**config.mk**
```make
export PLATFORM = sky130hd
export DESIGN_NAME = bcd_conv_seq
export DESIGN_NICKNAME = d
export VERILOG_FILES = /design/src/rtl/bcd_conv_seq.sv
export SDC_FILE = /design/constraint.sdc
export NUM_CORES = 1
export LEC_CHECK = 0
export ABC_CLOCK_PERIOD_IN_PS = 5490
export BUFFER_PORTS_ARGS = -buffer_cell sky130_fd_sc_hd__buf_2
export CAP_MARGIN = 20
export CORE_MARGIN = 2
export CORE_UTILIZATION = 60
export DETAILED_ROUTE_END_ITERATION = 8
export PLACE_DENSITY = 0.8
export SLEW_MARGIN = 20
export SYNTH_ARGS = -nofsm -noshare
export SYNTH_HDL_FRONTEND = slang
export SYNTH_SLANG_ARGS = --single-unit
```
**constraint.sdc**
```tcl
create_clock -name clk_i -period 5.49 [get_ports clk_i]
set_input_delay 0.2745 -clock clk_i [delete_from_list [all_inputs] [get_ports clk_i]]
set_output_delay 0.2745 -clock clk_i [all_outputs]
set_load 0.01 [all_outputs]
```
**src/rtl/bcd_conv_seq.sv**
```systemverilog
// Sequential binary-to-BCD converter (shift-and-add-3 / double dabble).
// Accepts an unsigned or two's-complement operand, converts its magnitude
// one bit per cycle and presents BCD digits, sign, overflow and the count of
// significant digits behind a valid/ready handshake.
module bcd_conv_seq #(
    parameter int DATA_W = 20,
    parameter int DIGITS = 6
) (
    input  logic                         clk_i,
    input  logic                         rst_n_i,
    input  logic [DATA_W-1:0]            data_i,
    input  logic                         signed_i,
    input  logic                         valid_i,
    output logic                         ready_o,
    output logic [4*DIGITS-1:0]          bcd_o,
    output logic                         neg_o,
    output logic                         ovf_o,
    output logic [$clog2(DIGITS+1)-1:0]  ndig_o,
    output logic                         valid_o,
    input  logic                         ready_i
);

    localparam int BCD_W  = 4 * DIGITS;
    localparam int CNT_W  = $clog2(DATA_W + 1);
    localparam int NDIG_W = $clog2(DIGITS + 1);

    typedef enum logic [1:0] {
        IDLE,
        SHIFT,
        DONE
    } state_t;

    state_t              state;
    state_t              state_next;

    logic [DATA_W-1:0]   mag;          // magnitude, shifted out MSB first
    logic [BCD_W-1:0]    digits;       // BCD accumulator
    logic [CNT_W-1:0]    cnt;          // remaining shift steps
    logic                sign;         // operand was negative
    logic                ovf_flag;     // sticky: a 1 left the top digit

    logic [BCD_W-1:0]    adj;          // digits after the add-3 correction
    logic [BCD_W-1:0]    digits_next;  // digits after this cycle's shift
    logic                carry;        // bit shifted out of the top digit
    logic                ovf_next;
    logic [NDIG_W-1:0]   ndig_next;

    // State register.
    always_ff @(posedge clk_i) begin
        // NOTE: clocked state uses non-blocking assignments so every register
        // samples the pre-edge values regardless of statement order.
        if (!rst_n_i) begin
            state <= IDLE;
        end else begin
            state <= state_next;
        end
    end

    // Next-state decode; ready_o is a function of state only.
    always_comb begin
        // NOTE: defaults come first so every path assigns every output and no
        // latch is inferred.
        state_next = state;
        ready_o    = 1'b0;
        case (state)
            IDLE: begin
                ready_o = 1'b1;
                if (valid_i) begin
                    state_next = SHIFT;
                end
            end
            SHIFT: begin
                if (cnt == CNT_W'(1)) begin
                    state_next = DONE;
                end
            end
            DONE: begin
                if (ready_i) begin
                    state_next = IDLE;
                end
            end
            default: state_next = IDLE;
        endcase
    end

    // One add-3 stage per digit, then the one-bit left shift of {digits, mag}.
    always_comb begin
        adj = digits;
        for (int k = 0; k < DIGITS; k++) begin
            if (digits[4*k +: 4] >= 4'd5) begin
                adj[4*k +: 4] = digits[4*k +: 4] + 4'd3;
            end
        end
        digits_next = {adj[BCD_W-2:0], mag[DATA_W-1]};
        carry       = adj[BCD_W-1];
        ovf_next    = ovf_flag | carry;
    end

    // Significant-digit count of the value being committed on the last shift.
    always_comb begin
        ndig_next = NDIG_W'(1);
        for (int k = 0; k < DIGITS; k++) begin
            if (digits_next[4*k +: 4] != 4'd0) begin
                ndig_next = NDIG_W'(k + 1);
            end
        end
        if (ovf_next) begin
            ndig_next = NDIG_W'(DIGITS);
        end
    end

    // Datapath: operand capture, shift steps and result registers.
    always_ff @(posedge clk_i) begin
        if (!rst_n_i) begin
            // NOTE: the datapath is a handful of flops, not a memory, and its
            // reset values are visible on the outputs, so it is reset as well.
            mag      <= '0;
            digits   <= '0;
            cnt      <= '0;
            sign     <= 1'b0;
            ovf_flag <= 1'b0;
            bcd_o    <= '0;
            neg_o    <= 1'b0;
            ovf_o    <= 1'b0;
            ndig_o   <= NDIG_W'(1);
            valid_o  <= 1'b0;
        end else begin
            case (state)
                IDLE: begin
                    if (valid_i) begin
                        // Negating in DATA_W bits keeps -2^(DATA_W-1) exact as
                        // an unsigned magnitude.
                        mag      <= (signed_i && data_i[DATA_W-1]) ? -data_i : data_i;
                        sign     <= signed_i & data_i[DATA_W-1];
                        digits   <= '0;
                        cnt      <= CNT_W'(DATA_W);
                        ovf_flag <= 1'b0;
                    end
                end
                SHIFT: begin
                    digits   <= digits_next;
                    mag      <= {mag[DATA_W-2:0], 1'b0};
                    cnt      <= cnt - CNT_W'(1);
                    ovf_flag <= ovf_next;
                    if (cnt == CNT_W'(1)) begin
                        bcd_o   <= digits_next;
                        // A negative operand always has a nonzero magnitude.
                        neg_o   <= sign;
                        ovf_o   <= ovf_next;
                        ndig_o  <= ndig_next;
                        valid_o <= 1'b1;
                    end
                end
                DONE: begin
                    if (ready_i) begin
                        valid_o <= 1'b0;
                    end
                end
                default: ;
            endcase
        end
    end

endmodule

```
Word-level counts from Yosys, hierarchy flattened
Index checks and enable logic that the tools add are counted.
- flip-flop bits (word level): 83
- input bits: 25
- word-level logic and storage cells: 76
- add/subtract/negate cells: 8
- order comparisons: 6
- equality and inequality tests: 6
- muxes and demuxes: 29
- bitwise operators: 2
- reductions and logical operators: 14
- operators by type and width (kind ; count):
    24-bit case mux with 2 select lines ; 1
    20-bit 2-to-1 mux ; 2
    20-bit case mux with 2 select lines ; 1
    4-bit by 2-bit adder with 4-bit output, second input constant ; 6
    4-bit by 3-bit >= comparator with 1-bit output, second input constant ; 6
    24-bit 2-to-1 mux ; 1
    4-bit 2-to-1 mux ; 6
    20-bit negator ; 1
    4-bit nonzero test ; 5
    3-bit 2-to-1 mux ; 5
    5-bit case mux with 2 select lines ; 1
    2-bit 2-to-1 mux ; 4
    2-bit != test, second input constant ; 3
    2-bit case mux with 3 select lines ; 1
    2-bit AND reduction ; 3
    3-bit AND reduction ; 2
    5-bit by 1-bit equality test with 1-bit output, second input constant ; 1
    5-bit 2-to-1 mux ; 1
    5-bit by 1-bit subtractor with 5-bit output, second input constant ; 1
    1-bit 2-to-1 mux ; 4
    1-bit case mux with 2 select lines ; 2
    2-bit nonzero test ; 2
    2-bit by 1-bit equality test with 1-bit output, second input constant ; 1
    2-bit equality test, second input constant ; 1
    other kinds (4) ; 4

Longest topological paths before layout
Gate-level depths: netlist of run 1.
- depth in word-level cells: 9
- gate-level depth with buffers: 8
- mapped depth without buffers: 8

Least setup slack after synthesis of run 1
No wires, ideal clock.
- kind: flip-flop to flip-flop
- from: reg digits[21]
- to: reg ndig_o[0]
- setup time: 0.128 ns
- arrival time: 1.659 ns
- slack: 3.704 ns
- stages on the path, launching flop included: 9
- clock period less this slack: 1.786 ns
- cell sequence: dfxtp_1 > inv_1 > ha_1 > nand2b_1 > a21oi_1 > mux2_2 > and4bb_1 > o211ai_1 > nand4_1
- longest elaborated chain between the ends: 5
- elaborated cells on any way between the ends: 7
- those cells by class: 1 x add/sub; 1 x order compare; 3 x mux; 1 x bitwise; 1 x reduce/logical
- RTL lines (what ; line ; source):
    from (decl) ; 37 ; logic [BCD_W-1:0] digits;
    from (signal assigned) ; 141 ; digits <= digits_next;
    4-bit by 2-bit adder with 4-bit output / 4-bit by 3-bit >= comparator with 1-bit output (equally long branches) ; 91, 90 ;
    4-bit 2-to-1 mux (*) ; 90 ; if (digits[4*k +: 4] >= 4'd5) begin
    4-bit nonzero test ; 103 ; if (digits_next[4*k +: 4] != 4'd0) begin
    3-bit 2-to-1 mux ; 103 ;
    3-bit 2-to-1 mux (*) ; 107 ; if (ovf_next) begin
    to (signal assigned) ; 150 ; ndig_o <= ndig_next;
    to (decl) ; 18 ; output logic [$clog2(DIGITS+1)-1:0] ndig_o,
Every way passes the cells marked *; elsewhere a longest branch is shown, timed or not.
A chain may end at the register's enable or synchronous reset.

Worst setup path in the final report of run 1
- from: reg cnt[0]
- to: reg ndig_o[0]
- longest elaborated chain between the ends: 2
- RTL lines (what ; line ; source):
    from (decl) ; 38 ; logic [CNT_W-1:0] cnt;
    from (signal assigned) ; 136 ; cnt <= CNT_W'(DATA_W);
    from (signal assigned) ; 143 ; cnt <= cnt - CNT_W'(1);
    5-bit by 1-bit equality test with 1-bit output ; 145 ; if (cnt == CNT_W'(1)) begin
    2-bit AND reduction (no source line) ; - ;
Every way passes these cells.

==> results.md, run 1 <==
- Outcome: completed
- Final std cells w/o fill: 649
- Multi-input logic area: 2330 um^2
- Share of cells above drive strength 1: 15.8%
- Library cells used by synthesis: 52
- Setup TNS: 0 ns
- Fillers: 571
- Clock power share: 38.1%
- Vias: around 3800
- Clock-pin transition on the worst setup and hold timing paths: 0.09 ns
- Mean post-synth cell area: 7.98 um^2
- Worst Hold Class: in -> reg
- Combinational share of power: 11.1%
- Diodes inserted: 0
- RSZ-0062 raised after global routing: false
- Internal power: approximately 930 uW
- Core area: 6760 um^2
- Max-cap violations: 0
- Fmax: 0.416 GHz
- DRT antenna net count: 0
- Async SR Flop Fraction: 0%
- CTS tree: done
- Crit share post-route: a little over two fifths
- Final Hold Viols: 0
- CTS buffer count: 9
- Pin count of the biggest net entering global routing: 43
- Worst skew pair latency: between 0.3 and 0.4 ns
- Hold_buf cts: 0
- Vias in the first global route: around 3500
- DR pass1 iterations: 4
- WP data required: 5.78 ns
- Vias/cell: approximately 5.9
- Worst Path Class, Setup: reg -> reg
- Die Footprint: about 7700 um^2
- Worst VDD drop: 0.156 mV
- Crit end category: flop
- GRT Total Usage: 25.9%
- Crit path launch type: flop
- DIE WIDTH: 87.5 um
- Critical Path AT: 2.70 ns
- IO buf count: 55
- Syn Std Cell Area: approximately 4200 um^2
- Worst-Margin Slew: 1.06 ns
- Seq/Total Area, Yosys: 39.7%
- Root buf cell: clkbuf_8
- Overall Power: about 1.3 mW
- Yosys warning total: 0
- Post_cts resized: 0
- Crit path time final: between 2 and 2.5 ns
- Placer Congestion: 0.811
- Mapped Cells: 524
- First-pass GRT wire length: 15900 um
- FF/Latch Area: 1660 um^2
- Clock tree buffer depth: 2
- Hpwl dp: between 6000 and 7000 um
- Lkg Pwr: 1.77 nW
- Initial core utilization: 61.9%
- # nets final: 604
- # Post-CTS Setup Buffers: 0
- I/O pin count: 56
- Maximum level of the CTS H-tree: 3
- Die outline height: 87.5 um
- DRC viols: 0
- Part of the power in registers: roughly 51%
- #FFs+latches synth: 83
- Clock Sinks: 83
- Initial antenna violation count: 0
- Wire per inst: ~14 um
- Clk_skew: between 0.01 and 0.015 ns
- DP Cell Count: between 600 and 700
- Max transition margin: 29.2%
- EDFF count, synth: 0
- Final setup vio count: 0
- DRT Wirelength: just over 9000 um
- P_sw: between 300 and 400 uW
- Initial DRC Count: 192
- Grt total ovfl: 0
- Slew Viols, Final: 0
- Synth Net Count: 564
- Worst-path maximum fanout: 33
- P per Cell Area: 267 nW/um^2
- Area growth syn-to-layout: 12.1%
- Synth Flop Type: dfxtp_1
- Num rows: 30
- Switching part of the total: 25.8%
power by group through the flow:
stage                     registers (mW)  logic [mW]  clock network (mW)
after floorplan                    0.650      0.0971                   0
after global placement             0.650       0.135                   0
after detailed placement           0.652       0.139                   0
after CTS                          0.638       0.139               0.484
after global routing               0.640       0.157               0.514
final                              0.638       0.139               0.477
worst paths after layout:
| path | from | end | slack [ns] | cells past startpoint |
|---|---|---|---|---|
| worst min-delay path | rst_n_i | ndig_o[0]$_SDFFE_PN1P_ | 0.18 | 2 |
| worst max register to register | cnt[0]$_SDFFE_PN0P_ | ndig_o[0]$_SDFFE_PN1P_ | 3.09 | 7 |
| worst min register to register | bcd_o[0]$_SDFFE_PN0P_ | bcd_o[0]$_SDFFE_PN0P_ | 0.45 | 2 |
| worst max-delay path | cnt[0]$_SDFFE_PN0P_ | ndig_o[0]$_SDFFE_PN1P_ | 3.09 | 7 |
cell usage after synthesis (3+ instances only):
cell / count / area (um^2)
ha_1: 15 / 188
nand2b_1: 9 / 56.3
nand2_1: 52 / 195
mux2_2: 5 / 56.3
nor2_1: 72 / 270
and3_1: 4 / 25.0
nor3b_1: 11 / 82.6
and2_1: 3 / 18.8
buf_2: 4 / 20.0
a211oi_1: 13 / 97.6
xor2_1: 8 / 70.1
a21oi_1: 64 / 320
a22oi_1: 14 / 105
a31oi_1: 19 / 119
clkbuf_1: 24 / 90.1
xnor2_1: 14 / 123
o21ai_0: 18 / 90.1
dfxtp_1: 83 / 1660
mux2i_1: 3 / 30.0
inv_1: 18 / 67.6
o22ai_1: 7 / 43.8
o211ai_1: 3 / 22.5
nand3_1: 15 / 75.1
nor3_1: 12 / 60.1
cell type report:
class | count | area share [%]
Timing Repair Buffer | 59 | 6.51
Clock inverter | 6 | 1.92
Multi-Input combinational cell | 392 | 49.8
Clock buffer | 10 | 2.72
Inverter | 19 | 1.52
Sequential cell | 83 | 35.4
Tap cell | 80 | 2.13
logic make-up after synthesis:
kind of cell,count (synthesis),share of synthesized area [%]
buffers and inverters,49,4.52
adders and majority gates,15,4.49
xor gates and xnor gates,22,4.61
muxes,8,2.06
and+or+nand+nor,198,23.2
AOI/OAI and AO/OA,149,21.4
DFF,83,39.7
layer usage:
metal / part of all wire [%] / up-vias / global-route usage, %
li1: - / 1934 / -
met1: 45 / 1757 / 32.7
met2: 49 / 111 / 43.9
met3: 5.4 / 9 / 6.35
met4: 1.1 / 0 / 7.41
met5: 0 / - / 0
flip-flops by register name, indices dropped and copies added, names as in the netlist:
name,cells
ovf_flag,1
state,2
sign,1
bcd_o,24
cnt,5
neg_o,1
valid_o,1
ndig_o,3
digits,24
mag,20
ovf_o,1
through the flow:
stage | util [%] | cell area (um^2) | setup slack (ns) | hold WS, ns
finish | 69.4 | 4690 | 3.09 | 0.183
floorplan | - | 4180 | 3.70 | 0.348
detailed placement | 66.2 | 4470 | 3.11 | 0.445
global placement | 66.2 | 4470 | 3.18 | 0.442
global route | 69.4 | 4690 | 2.91 | 0.163
CTS | 69.4 | 4690 | 3.08 | 0.170
worst max-delay path, stage by stage, from the launching register on:
cell and delay [ns]:
dfxtp_1 0.40, ha_1 0.19, or4b_4 0.49, nor2_4 0.54, nand4b_1 0.15, and4bb_1 0.35
o211ai_1 0.11, nand4_1 0.10
cell usage in the layout, fill, tap and decap left out, types with 2 or more instances in the layout:
master     netlist  final
a211oi_1        13     13
a21o_1           2      2
a21oi_1         64     64
a22oi_1         14     14
a31oi_1         19     19
and2_1           3      3
and3_1           4      4
buf_2            4     55
buf_4            0      4
bufinv_16        0      2
clkbuf_8         0      9
clkinv_4         0      2
dfxtp_1         83     83
ha_1            15     15
inv_1           18     18
mux2_2           5      5
mux2i_1          3      3
nand2_1         52     52
nand2b_1         9      9
nand3_1         15     15
nor2_1          72     72
nor3_1          12     12
nor3b_1         11     11
nor4_1           2      2
o211ai_1         3      3
o21ai_0         18     18
o22ai_1          7      7
o31ai_1          2      2
or2_2            2      2
xnor2_1         14     14
xor2_1           8      8
(Power assumes the default switching activity.)
==> run 2: changes to the inputs <==
--- a/config.mk
+++ b/config.mk
@@ -5,13 +5,13 @@
 export SDC_FILE = /design/constraint.sdc
 export NUM_CORES = 1
 export LEC_CHECK = 0
-export ABC_CLOCK_PERIOD_IN_PS = 5490
+export ABC_CLOCK_PERIOD_IN_PS = 1900
 export BUFFER_PORTS_ARGS = -buffer_cell sky130_fd_sc_hd__buf_2
 export CAP_MARGIN = 20
 export CORE_MARGIN = 2
-export CORE_UTILIZATION = 60
+export CORE_UTILIZATION = 52
 export DETAILED_ROUTE_END_ITERATION = 8
-export PLACE_DENSITY = 0.8
+export PLACE_DENSITY = 0.73
 export SLEW_MARGIN = 20
 export SYNTH_ARGS = -nofsm -noshare
 export SYNTH_HDL_FRONTEND = slang
==> constraint.sdc (replaced) <==
create_clock -name clk_i -period 1.9 [get_ports clk_i]
set_input_delay 0.095 -clock clk_i [delete_from_list [all_inputs] [get_ports clk_i]]
set_output_delay 0.095 -clock clk_i [all_outputs]
set_load 0.01 [all_outputs]
==> run 2 against run 1 <==
Net effect:
- critical path depth is 1 higher
- clock skew is 0.0013 ns lower
- utilization is 5.5 points lower
- via count grew 3.8%
- largest power group unchanged
- clock power rose to 2.6 times the previous value
- sequential share of layout area fell by 1.9 points
- sequential power increased to 2.9 times the previous value
==> results.md, run 2 (synthesis results as in run 1) <==
- Outcome: completed
- WP data required: 2.13 ns (-3.65 ns)
- CTS tree: done
- Vias/cell: 5.73 (-2.4%)
- Wire per inst: 14.5 um (+1.2%)
- Clk_skew: 0.00960 ns (-0.00128 ns)
- Pre-CTS WS: -0.0312 ns (-3.14 ns)
- GRT Total Usage: 23.2% (-2.7 points)
- Initial antenna violation count: 0 (unchanged)
- DRC viols: 0 (unchanged)
- Crit path launch type: flop
- Final setup vio count: 0 (unchanged)
- Met1 Use GR: 28.3% (-4.4 points)
- Most common cell after layout, fill and taps aside: dfxtp_1
- Biggest regs: bcd_o: 24 flops, digits: 24 flops, mag: 20 flops
- Num rows: 32 (+6.7%)
- Fillers: 692 (+21%)
- P per Cell Area: 712 nW/um^2 (+170%)
- Worst Path Class, Setup: reg -> reg
- Crit share post-route: 100% (+56 points)
- DRT antenna net count: 0 (unchanged)
- Critical Path AT: 2.13 ns (-0.57 ns)
- FF/Latch Area: 1670 um^2 (+0.30%)
- Share of cells above drive strength 1: 21.4% (+5.6 points)
- DR pass1 iterations: 4 (unchanged)
- Global routing's busiest layer: met2
- Crit path time final: 1.90 ns (-0.504 ns)
- Final Hold Viols: 0 (unchanged)
- Slowest-stage cell, CP: dfxtp_1
- Final WS setup: 0.000274 ns (-3.09 ns)
- Worst Hold Class: in -> reg
- Crit-path cells: inv_1, ha_1, nand2b_1, a21oi_2, mux2_4, and4bb_2, o211ai_1, nand4_1
- Grt total ovfl: 0 (unchanged)
- DRT Wirelength: 10000 um (+7.6%)
- Final std cells w/o fill: 690 (+6.3%)
- Clock Sinks: 83 (unchanged)
- Die Footprint: 8780 um^2 (+15%)
- Largest stage delay, worst path: 0.34 ns (-0.20 ns)
- Max transition margin: 70.1% (+41 points)
- Root buf cell: clkbuf_8
- Die outline height: 93.7 um (+7.1%)
- DP Cell Count: 671 (+6.0%)
- Fmax: 0.526 GHz (+27%)
- Initial core utilization: 53.8% (-8.1 points)
- Vias in the first global route: 3719 (+6.1%)
- Hpwl dp: 6980 um (+9.4%)
- Maximum level of the CTS H-tree: 3 (unchanged)
- I/O pin count: 56 (unchanged)
- Vias: 3954 (+3.8%)
- DIE WIDTH: 93.7 um (+7.1%)
- Worst skew pair latency: 0.35 ns (about the same)
- CTS buffer count: 9 (unchanged)
- Worst-path maximum fanout: 4 (-88%)
- Most frequent cells in the layout: 79 x dfxtp_1, 72 x nor2_1, 59 x a21oi_1
- RSZ-0062 raised after global routing: true
- Diodes inserted: 0 (unchanged)
- Area growth syn-to-layout: 18.7%
- Met3 usage in global routing: 4.49% (-1.9 points)
- M2 GR Usage: 40.9% (-3.0 points)
- Clock-pin transition on the worst setup and hold timing paths: 0.08 ns (about the same)
- Crit end category: flop
- Lkg Pwr: 1.89 nW (+7.0%)
- Multi-input logic area: 2420 um^2 (+3.9%)
- Placer Congestion: 0.822 (+1.4%)
- Worst path bufs/invs: 1 (+1)
- Clock tree buffer depth: 2 (unchanged)
- Max-cap violations: 0 (unchanged)
- IO buf count: 55 (unchanged)
- Pin count of the biggest net entering global routing: 41 (-4.7%)
- Worst VDD drop: 0.294 mV (+89%)
- Worst-Margin Slew: 0.447 ns (-0.612 ns)
- # nets final: 623 (+3.1%)
- First-pass GRT wire length: 16500 um (+3.5%)
- Initial DRC Count: 179 (-6.8%)
- Slew Viols, Final: 0 (unchanged)
- Final Util: 63.9% (-5.5 points)
- Core area: 7770 um^2 (+15%)
- CP delay by family, top: simple AND/OR/NAND/NOR gates
[run 2: changes by cell type in the layout (fill, tap and decap cells not counted), moves of 3 or more]
cell | before | now
dfxtp_1 | 83 | 79
ha_4 | 0 | 3
a21oi_2 | 0 | 4
ha_1 | 15 | 12
dfxtp_2 | 0 | 4
a21oi_1 | 64 | 59
buf_4 | 4 | 19
[run 2: per-stage QoR]
step	cell area (um^2)	hold WS, ns	TNS, ns	total power, mW
6_report	4960	0.0252	0	3.54
5_1_grt	4960	0.0200	-0.138	3.69
4_1_cts	4860	0.00918	0	3.55
3_5_place_dp	4640	0.349	-0.0312	2.31
3_3_place_gp	4640	0.347	0	2.30
2_1_floorplan	4180	0.169	0	2.16
[run 2: path summary, 6_finish.rpt]
| check | start | endpoint | slack [ns] | depth (start not counted) |
|---|---|---|---|---|
| max | digits[21]$_SDFFE_PN0P_ | ndig_o[0]$_SDFFE_PN1P_ | 0.0003 | 8 |
| min | data_i[0] | mag[0]$_SDFFE_PN0P_ | 0.03 | 3 |
| max reg2reg | digits[21]$_SDFFE_PN0P_ | ndig_o[0]$_SDFFE_PN1P_ | 0.0003 | 8 |
| min reg2reg | bcd_o[0]$_SDFFE_PN0P_ | bcd_o[0]$_SDFFE_PN0P_ | 0.46 | 2 |
[run 2: report_power, final]
group          total (mW)  switching (mW)  internal, mW
Sequential           1.84          0.0424          1.80
Clock                1.26           0.620         0.637
Combinational       0.435           0.266         0.169
[run 2: worst min-delay path, stage by stage]
cell and delay [ns]:
buf_2 0.12, nand2_1 0.05, a21oi_1 0.05
[run 2: final cells by class]
| type | count | area share, % |
|---|---|---|
| clock inverters | 5 | 1.06 |
| flip-flops and latches | 83 | 33.6 |
| inverters | 19 | 1.44 |
| well taps | 102 | 2.57 |
| multi-input cells | 392 | 48.9 |
| clock buffers | 11 | 2.85 |
| repair buffers | 78 | 9.65 |
[run 2: what timing repair did]
item                                    4_1_cts  5_1_grt
pin swaps                                     0       10
endpoints found under the hold margin         1        0
endpoints found under the setup margin        1       12
hold buffers                                  1        0
buffers inserted                              0        2
gates resized for setup                       2       23
[run 2: per-layer routing]
layer | wire [um] | vias up
li1 | - | 1972
met1 | 4480 | 1852
met2 | 4940 | 118
met3 | 466 | 12
met4 | 139 | 0
met5 | 0 | -
